`src/rtl/pool_2x2_seq_if.sv`:
```
// pool_2x2_seq_if
// Bundles the sequencer's stream input, its pool-unit control output and its
// frame status toward the layer controller.
//   start, conv_vld, conv_in : frame arm pulse and raster conv stream (into seq)
//   in_vld, sel, conv        : issue to the 2x2 max-pool datapath (from seq)
//   pool_vld, pool_row       : pooled row complete this cycle, and its index
//   busy, frame_done         : frame status
//   err                      : sticky stray-input flag (only with POOL_SEQ_CHK_EN)
// Modports: slave = sequencer side, master = driver/consumer side.
interface pool_2x2_seq_if #(
  parameter int RW = 2
);
  logic          start;
  logic          conv_vld;
  logic [7:0]    conv_in;
  logic          in_vld;
  logic [2:0]    sel;
  logic [7:0]    conv;
  logic          pool_vld;
  logic [RW-1:0] pool_row;
  logic          busy;
  logic          frame_done;
`ifdef POOL_SEQ_CHK_EN
  logic          err;

  modport slave (
    input  start, conv_vld, conv_in,
    output in_vld, sel, conv, pool_vld, pool_row, busy, frame_done, err
  );
  modport master (
    output start, conv_vld, conv_in,
    input  in_vld, sel, conv, pool_vld, pool_row, busy, frame_done, err
  );
`else
  modport slave (
    input  start, conv_vld, conv_in,
    output in_vld, sel, conv, pool_vld, pool_row, busy, frame_done
  );
  modport master (
    output start, conv_vld, conv_in,
    input  in_vld, sel, conv, pool_vld, pool_row, busy, frame_done
  );
`endif
endinterface

```
`src/rtl/pool_2x2_seq.sv`:
```
// pool_2x2_seq
// Control sequencer for a 3-slot 2x2 max-pool unit. Accepts a raster-ordered
// stream of signed 8-bit conv results, registers each one and issues it with
// the slot/op code that folds it into its 2x2 window. Flags the cycle in which
// a whole pooled row is valid at the pool output, and reports frame status.
// Ports:
//   i_clk : system clock
//   i_rst : synchronous active-high reset
//   bus   : pool_2x2_seq_if.slave (stream in, pool control out, status)
// Parameters: MAP_W (2, 4 or 6), MAP_H (even, >= 2).
// Optional build macro POOL_SEQ_CHK_EN adds the sticky err output.
//
// state  | meaning
// IDLE   | waiting for start; stream input ignored
// RUN    | accepting pixels on conv_vld, busy=1
// DONE   | last pixel accepted; one cycle before returning to IDLE
module pool_2x2_seq #(
  parameter int MAP_W = 6,
  parameter int MAP_H = 6
) (
  input logic          i_clk,
  input logic          i_rst,
  pool_2x2_seq_if.slave bus
);
  localparam int CW  = (MAP_W > 1) ? $clog2(MAP_W) : 1;
  localparam int RHW = (MAP_H > 1) ? $clog2(MAP_H) : 1;
  localparam int RW  = (MAP_H / 2 > 1) ? $clog2(MAP_H / 2) : 1;

  typedef enum logic [1:0] {S_IDLE, S_RUN, S_DONE} state_t;

  state_t         r_state, w_next;
  logic [CW-1:0]  r_col;
  logic [RHW-1:0] r_row;
  logic           r_in_vld, r_pool_vld, r_frame_done;
  logic [2:0]     r_sel;
  logic [7:0]     r_conv;
  logic [RW-1:0]  r_pool_row;

  logic           w_accept, w_last, w_col_last, w_row_last, w_upd;
  logic [2:0]     w_d, w_sel;

  assign w_col_last = (r_col == CW'(MAP_W - 1));
  assign w_row_last = (r_row == RHW'(MAP_H - 1));

  // Even code loads the slot on the window's first sample (even row, even
  // col); every other sample of the window is a max-update (odd code).
  assign w_upd = r_row[0] | r_col[0];
  assign w_d   = 3'(r_col >> 1);
  assign w_sel = (w_d << 1) | {2'b00, w_upd};

  always_ff @(posedge i_clk) begin
    if (i_rst) r_state <= S_IDLE;
    else       r_state <= w_next;
  end

  always_comb begin
    w_next   = r_state;
    w_accept = 1'b0;
    w_last   = 1'b0;
    case (r_state)
      S_IDLE: if (bus.start) w_next = S_RUN;
      S_RUN: begin
        w_accept = bus.conv_vld;
        w_last   = bus.conv_vld & w_col_last & w_row_last;
        if (w_last) w_next = S_DONE;
      end
      S_DONE:  w_next = S_IDLE;
      default: w_next = S_IDLE;
    endcase
  end

  always_ff @(posedge i_clk) begin
    if (i_rst) begin
      r_col        <= '0;
      r_row        <= '0;
      r_in_vld     <= 1'b0;
      r_sel        <= 3'd0;
      r_conv       <= 8'd0;
      r_pool_vld   <= 1'b0;
      r_pool_row   <= '0;
      r_frame_done <= 1'b0;
    end else begin
      r_in_vld     <= w_accept;
      // The pool unit's last slot is combinational on its input, so the whole
      // pooled row is final in the same cycle as the issue of the row's last pixel.
      r_pool_vld   <= w_accept & r_row[0] & w_col_last;
      r_frame_done <= w_last;
      if (w_accept) begin
        r_conv <= bus.conv_in;
        r_sel  <= w_sel;
        if (r_row[0] && w_col_last) r_pool_row <= RW'(r_row >> 1);
        if (w_col_last) begin
          r_col <= '0;
          r_row <= w_row_last ? '0 : r_row + RHW'(1);
        end else begin
          r_col <= r_col + CW'(1);
        end
      end else if (r_state == S_IDLE && bus.start) begin
        r_col <= '0;
        r_row <= '0;
      end
    end
  end

`ifdef POOL_SEQ_CHK_EN
  logic r_err;
  always_ff @(posedge i_clk) begin
    if (i_rst) r_err <= 1'b0;
    else if ((bus.conv_vld && r_state != S_RUN) || (bus.start && r_state == S_RUN))
      r_err <= 1'b1;
  end
  assign bus.err = r_err;
`endif

  assign bus.in_vld     = r_in_vld;
  assign bus.sel        = r_sel;
  assign bus.conv       = r_conv;
  assign bus.pool_vld   = r_pool_vld;
  assign bus.pool_row   = r_pool_row;
  assign bus.busy       = (r_state == S_RUN);
  assign bus.frame_done = r_frame_done;
endmodule
```
`src/flat_wrapper.sv`:
```
// flat-port wrapper written by rule: the top's interface ports become plain ports
module pool_2x2_seq_flat 
#(
  parameter int MAP_W = 6,
  parameter int MAP_H = 6
)
  (i_clk, i_rst, bus_start, bus_conv_vld, bus_conv_in, bus_in_vld, bus_sel, bus_conv, bus_pool_vld, bus_pool_row, bus_busy, bus_frame_done);
  pool_2x2_seq_if bus_i ();
  input logic i_clk;
  input logic i_rst;
  input wire logic [$bits(bus_i.start)-1:0] bus_start;
  input wire logic [$bits(bus_i.conv_vld)-1:0] bus_conv_vld;
  input wire logic [$bits(bus_i.conv_in)-1:0] bus_conv_in;
  output wire logic [$bits(bus_i.in_vld)-1:0] bus_in_vld;
  output wire logic [$bits(bus_i.sel)-1:0] bus_sel;
  output wire logic [$bits(bus_i.conv)-1:0] bus_conv;
  output wire logic [$bits(bus_i.pool_vld)-1:0] bus_pool_vld;
  output wire logic [$bits(bus_i.pool_row)-1:0] bus_pool_row;
  output wire logic [$bits(bus_i.busy)-1:0] bus_busy;
  output wire logic [$bits(bus_i.frame_done)-1:0] bus_frame_done;
  assign bus_i.start = bus_start;
  assign bus_i.conv_vld = bus_conv_vld;
  assign bus_i.conv_in = bus_conv_in;
  assign bus_in_vld = bus_i.in_vld;
  assign bus_sel = bus_i.sel;
  assign bus_conv = bus_i.conv;
  assign bus_pool_vld = bus_i.pool_vld;
  assign bus_pool_row = bus_i.pool_row;
  assign bus_busy = bus_i.busy;
  assign bus_frame_done = bus_i.frame_done;
  pool_2x2_seq #(.MAP_W(MAP_W), .MAP_H(MAP_H)) u_core (.i_clk(i_clk), .i_rst(i_rst), .bus(bus_i));
endmodule
```
`config.mk`:
```
export PLATFORM = sky130hd
export DESIGN_NAME = pool_2x2_seq_flat
export DESIGN_NICKNAME = d
export VERILOG_FILES = /design/src/rtl/pool_2x2_seq_if.sv /design/src/rtl/pool_2x2_seq.sv /design/src/flat_wrapper.sv
export SDC_FILE = /design/constraint.sdc
export NUM_CORES = 1
export LEC_CHECK = 0
export ABC_AREA = 1
export CORE_MARGIN = 3
export CORE_UTILIZATION = 49
export CTS_CLUSTER_SIZE = 12
export DETAILED_ROUTE_END_ITERATION = 10
export MAX_ROUTING_LAYER = met4
export PLACE_DENSITY_LB_ADDON = 0.05
export SLEW_MARGIN = 10
export SYNTH_ARGS = -nofsm -noshare
export SYNTH_HDL_FRONTEND = slang
export SYNTH_SLANG_ARGS = --single-unit
```
`constraint.sdc`:
```
create_clock -name i_clk -period 2.49 [get_ports i_clk]
set_input_delay 0.498 -clock i_clk [delete_from_list [all_inputs] [get_ports i_clk]]
set_output_delay 0.498 -clock i_clk [all_outputs]
set_load 0.005 [all_outputs]
```
==> results.md, run 1 <==
* Status: finished clean
* Drt drc at 0
* Post-synth EDFFs at 0
* CP required at 1.99 ns
* Worst Setup Start Kind: flop
* Vias in the first global route at approximately 700
* # fillers at approximately 150
* Post-DP HPWL at 1490 um
* Most instantiated library cell after synthesis: nand2_1
* Syn Area/Cell at 7.73 um^2
* Achievable frequency at between 500 and 600 MHz
* Bufs on Longest Clock Path at 2
* Clock latency on the worst-skew pair at around 0.30 ns
* Final core utilization at 0.725
* Initial DRC Count at 13
* Fraction of synthesis flops using an asynchronous set or reset pin at 0
* Ports at 29
* Reg area at 480 um^2
* R2R Path End: u_core.r_col[0]$_SDFFE_PP0P_
* Final setup viols at 0
* Final hold slack at about 0.48 ns
* RSZ-0062 raised after global routing: no
* Most frequent cells after synthesis: nand2_1, dfxtp_1, nor2_1
* Initial antenna violation count at 0
* Initial core utilization at 0.544
* Adder-cell share of the synthesized area at 0
* Yosys top cell area share at 0.485
* Multi-input logic area at around 450 um^2
* Sink Count at 24
* Sequential share of the synthesized area at 0.485
* First-pass GRT wire length at approximately 3100 um
* Max IR drop VDD at about 340 uV
* Via/cell ratio at approximately 4.8
* Max cap viols at 0
* Post-route ant nets at 0
* ANT cells at 0
* Main area contributors after synthesis: dfxtp_1, nand2_1, a21oi_1, nor2_1, nand3_1
* DRT Pass-1 Iters at 5
* CTS Buf Count at 3
* Post-synthesis cell count at 128
* Worst hold path startpoint: u_core.r_row[2]$_SDFFE_PP0P_
* Total gr overflow at 0
* Simple-Gate Fraction of Synth Area at 0.353
* DRT Wirelength at roughly 2000 um
* H-Tree Level Count at 1
* Max-slew headroom at 0.768
* Synthesis-to-layout area growth at 33.4%
* Tot GR Track Use at 0.161
* Clock skew at slightly below 0.006 ns
* Mapped Area at approximately 990 um^2
* PwrDens at ~530 mW/mm^2
* Worst-margin pin slew at 0.347 ns
* I/O Buffers at 28
* TritonCTS clock tree: done
* Max Slew Vio Count at 0
* Die Wd at between 50 and 60 um
* Final GP Congestion at around 0.86
* # resized after CTS at 0
* Crit end category: primary output
* Die area at 0.00259 mm^2
* Xor/xnor share of the synthesized area at 0
* Ys Warns at 0
* Vert. Die Dim at 50.9 um
* Crit Path Category: reg2out
* Top FF cell, synth: dfxtp_1
* Netlist cell types at 21
* Synth Area in Compound Gates at 0.102
* # nets final at 170
* Share of cells above drive strength 1 at 0.102
* Hold endpoint: u_core.bus.pool_row[1]$_SDFFE_PP0P_
* Hold WC Path Type: reg2reg
* Reg2Reg Setup Slack at roughly 1.2 ns
* Crit path DAT at ~1.4 ns
* Largest net degree at the start of global routing at 18
* Clock root buffer: clkbuf_4
* WL per Instance at around 11 um
* Yosys reg bits at 24
* CTS Hold Bufs at 0
* Largest family of logic cells by synthesized area: simple AND/OR/NAND/NOR gates
* Syn_nets at 140
* Reg2reg start: u_core.r_state[0]$_SDFFE_PP0P_
* Sum of negative setup slack at 0 ns
* Synth area leader: dfxtp_1
* Clock transition at path regs at 0.12 ns
* Vias post-DR at just under 900
* Mux cell area share after synthesis at 0
* Hold depth at 2
* Site Rows at 15
* Crit path time final at around 1.9 ns
* Setup bufs post-CTS at 0
* Post-route clock period utilization at 0.776
* Leakage at 0.513 nW
* Worst Reg2Reg Path Length in Cells at 4
* Core area at about 0.0018 mm^2
* Crit path max fanout at 4
* Final Hold Viols at 0
-- cells in the final DEF, fill, tap and decap left out, drive strengths merged, types with 2 or more instances in the layout --
master and count:
clkdlybuf4s50 28, o21ai 4, nand3 10, nand2 43
a21oi 14, nor3 2, dfxtp 24, nor2 17
inv 9, clkbuf 4
-- critical path: stages (launching register included) --
cell and delay (ns):
dfxtp_1 0.33, inv_1 0.13, nand2_4 0.10, inv_1 0.08
clkdlybuf4s50_1 0.50
-- metal layers --
metal / global-route usage / wire length [um]
met4: 0.0538 / 17
met1: 0.199 / 921
met5: - / 0
met3: 0.0262 / 77
met2: 0.266 / 948
-- registers in the layout, indices dropped and copies added, names as in the netlist --
register,flops
u_core.bus.sel,3
u_core.bus.conv,8
u_core.bus.pool_row,2
u_core.r_state,2
u_core.bus.in_vld,1
u_core.r_row,3
u_core.r_col,3
u_core.bus.pool_vld,1
u_core.bus.frame_done,1
-- cell families (layout without fill, tap and decap cells) --
family / after synthesis / count (layout)
compound gates: 19 / 19
flops: 24 / 24
buf+inv: 13 / 42
simple gates: 72 / 72
-- per-stage QoR --
stage | setup WS (ns) | instances | total power (W) | cell area [um^2]
6_report | 0.558 | 182 | 0.000695 | 1320
4_1_cts | 0.533 | 182 | 0.000704 | 1320
3_5_place_dp | 0.627 | 178 | 0.000511 | 1280
5_1_grt | 0.456 | 182 | 0.000735 | 1320
3_3_place_gp | 0.675 | 178 | 0.000509 | 1280
2_1_floorplan | 1.34 | 128 | 0.000468 | 990
-- area by class of cell --
cell class,count,area share
Clock buffer,4,0.0275
Inverter,9,0.0256
Multi-Input combinational cell,91,0.341
Sequential cell,24,0.364
Tap cell,25,0.0237
Timing Repair Buffer,29,0.218
-- how the worst max path moves through the flow --
stage                                        start                      endpoint  slack [ns]
finish              u_core.r_state[1]$_SDFFE_PP0P_                      bus_busy        0.56
global route        u_core.r_state[1]$_SDFFE_PP0P_                      bus_busy        0.46
CTS                 u_core.r_state[1]$_SDFFE_PP0P_                      bus_busy        0.53
detailed placement                    bus_conv_vld  u_core.r_row[0]$_SDFFE_PP0P_        0.63
global placement                      bus_conv_vld  u_core.r_row[2]$_SDFFE_PP0P_        0.67
floorplan                             bus_conv_vld  u_core.r_row[0]$_SDFFE_PP0P_        1.34
-- power by group --
| group | switching (W) | internal [W] |
|---|---|---|
| registers | 0.0000113 | 0.000397 |
| logic | 0.0000469 | 0.0000470 |
| clock network | 0.000104 | 0.0000890 |
| total | 0.000162 | 0.000533 |
(Power assumes the default switching activity.)
==> run 2: changes to the inputs <==
- CORE_UTILIZATION: 49 -> 41
- clock period: 2.49 -> 1.6 ns (I/O delays scaled with it)
==> run 2 against run 1 <==
Utilization down 12 points. Combinational power up 62%. Flip-flop and latch count unchanged. Sequential power increased by 56%. Cell count increased by 3.8%. Critical path depth shrank 3. Global-route usage decreased by 1.1 points. Sequential share of layout area shrank 0.76 points. Via count up 2.2%. Worst hold slack got worse by 0.0046 ns. Register-to-register slack got worse by 0.74 ns. Cell area rose by 2.7%.
==> results.md, run 2 (same netlist as run 1, synthesis figures left out) <==
* Status: finished clean
* Sink Count at 24
* # nets final at approximately 170
* CTS Hold Bufs at 0
* Bufs on Longest Clock Path at 2
* Drt drc at 0
* Die Wd at about 55 um
* Total gr overflow at 0
* Clock root buffer: clkbuf_4
* Vert. Die Dim at around 55 um
* Clock latency on the worst-skew pair at about 0.31 ns
* Die area at roughly 0.0030 mm^2
* CP required at 1.28 ns
* Worst-margin pin slew at between 0.2 and 0.3 ns
* Tot GR Track Use at 0.150
* Multi-input logic area at ~450 um^2
* Worst path slowest cell: clkdlybuf4s50_1
* Final setup viols at 0
* Setup WS pre-CTS at 0.0487 ns
* Crit path max fanout at 2
* TritonCTS clock tree: done
* Final GP Congestion at between 0.8 and 0.9
* Initial core utilization at 0.439
* Via/cell ratio at 4.69
* Final core utilization at 0.601
* Sum of negative setup slack at 0 ns
* Max IR drop VDD at about 700 uV
* Initial DRC Count at 10
* Max Slew Vio Count at 0
* Crit path time final at between 1 and 1.5 ns
* CP delay by family, top: buffers and inverters
* Worst Path Buf+Inv at 1
* Post-route clock period utilization at 0.933
* DRT Pass-1 Iters at 4
* Largest net degree at the start of global routing at 16
* Reg2Reg Setup Slack at approximately 0.49 ns
* Post-route ant nets at 0
* Core area at 0.00225 mm^2
* Synthesis-to-layout area growth at 36.9%
* Post-DP HPWL at 1500 um
* Dpl cell area at 0.00132 mm^2
* Final Hold Viols at 0
* CP max stage delay at between 0.5 and 0.6 ns
* Number of flip-flops under the largest register name at 8
* H-Tree Level Count at 1
* Ports at 29
* Share of cells above drive strength 1 at 0.143
* Site Rows at 17
* Leakage at 0.537 nW
* Setup bufs post-CTS at 0
* Commonest non-fill, non-tap cells in the layout: nand2_1, clkdlybuf4s50_1, dfxtp_1, nor2_1, a21oi_1
* First-pass GRT wire length at roughly 3100 um
* Final WS setup at roughly 0.11 ns
* Clock skew at about 0.0013 ns
* RSZ-0062 raised after global routing: no
* Commonest non-fill, non-tap cell in the layout: nand2_1
* PwrDens at a little over 800 mW/mm^2
* Vias in the first global route at 778
* Crit path DAT at ~1.2 ns
* Crit end category: primary output
* Sequence of cells on the critical path: clkdlybuf4s50_1
* Max-slew headroom at 0.831
* # fillers at approximately 220
* Clock transition at path regs at about 0.13 ns
* Initial antenna violation count at 0
* Worst Setup Start Kind: flop
* Reg area at a little under 500 um^2
* CTS Buf Count at 3
* Tot Pwr at 0.00111 W
* I/O Buffers at 28
* WL per Instance at between 10 and 15 um
* Vias post-DR at just under 900
* DRT Wirelength at between 2000 and 2500 um
* Max cap viols at 0
* Hold WC Path Type: reg2reg
* Crit Path Category: reg2out
* Design Area, Final at ~0.0014 mm^2
* Achievable frequency at ~670 MHz
* ANT cells at 0
## run 2: path summary, 6_finish.rpt
kind,from,endpoint,cells after the start
min reg2reg,u_core.bus.conv[7]$_SDFFE_PP0P_,u_core.bus.conv[7]$_SDFFE_PP0P_,2
max,u_core.bus.conv[2]$_SDFFE_PP0P_,bus_conv[2],1
min,u_core.bus.conv[7]$_SDFFE_PP0P_,u_core.bus.conv[7]$_SDFFE_PP0P_,2
max reg2reg,u_core.r_col[0]$_SDFFE_PP0P_,u_core.r_row[0]$_SDFFE_PP0P_,7
## run 2: repair_timing
item                                   4_1_cts  5_1_grt
resized for setup                            4        0
setup endpoints to repair                    1        0
endpoints found under the hold margin        0        0
## run 2: stage by stage
| step | instances | hold slack [ns] |
|---|---|---|
| after global placement | 185 | 0.451 |
| after CTS | 189 | 0.472 |
| after global routing | 189 | 0.492 |
| after floorplan | 128 | 0.438 |
| after detailed placement | 185 | 0.453 |
| final | 189 | 0.471 |
## run 2: per-layer routing
metal | vias to the layer above | track usage | share of wire | routed length, um
met5 | - | - | 0 | 0
met2 | 21 | 0.232 | 0.46 | 932
li1 | 473 | - | - | -
met1 | 388 | 0.185 | 0.47 | 941
met4 | 0 | 0.0850 | 0.021 | 42
met3 | 4 | 0.0241 | 0.044 | 88
## run 2: cell type report
cell class                      instances  area share
Sequential cell                        24       0.356
Clock buffer                            4      0.0268
Timing Repair Buffer                   33       0.234
Multi-Input combinational cell         91       0.332
Tap cell                               28      0.0259
Inverter                                9      0.0249
## run 2: power by group
group | switching [W] | total, W | internal (W)
clock | 0.000178 | 0.000317 | 0.000139
combinational | 0.0000739 | 0.000152 | 0.0000783
sequential | 0.0000181 | 0.000636 | 0.000618
total | 0.000270 | 0.00111 | 0.000835
## run 2: worst register-to-register path, delay by kind of cell (launching register included)
| family | cells | cell delay [ns] |
|---|---|---|
| buf+inv | 1 | 0.04 |
| flops | 1 | 0.43 |
| simple gates | 6 | 0.56 |
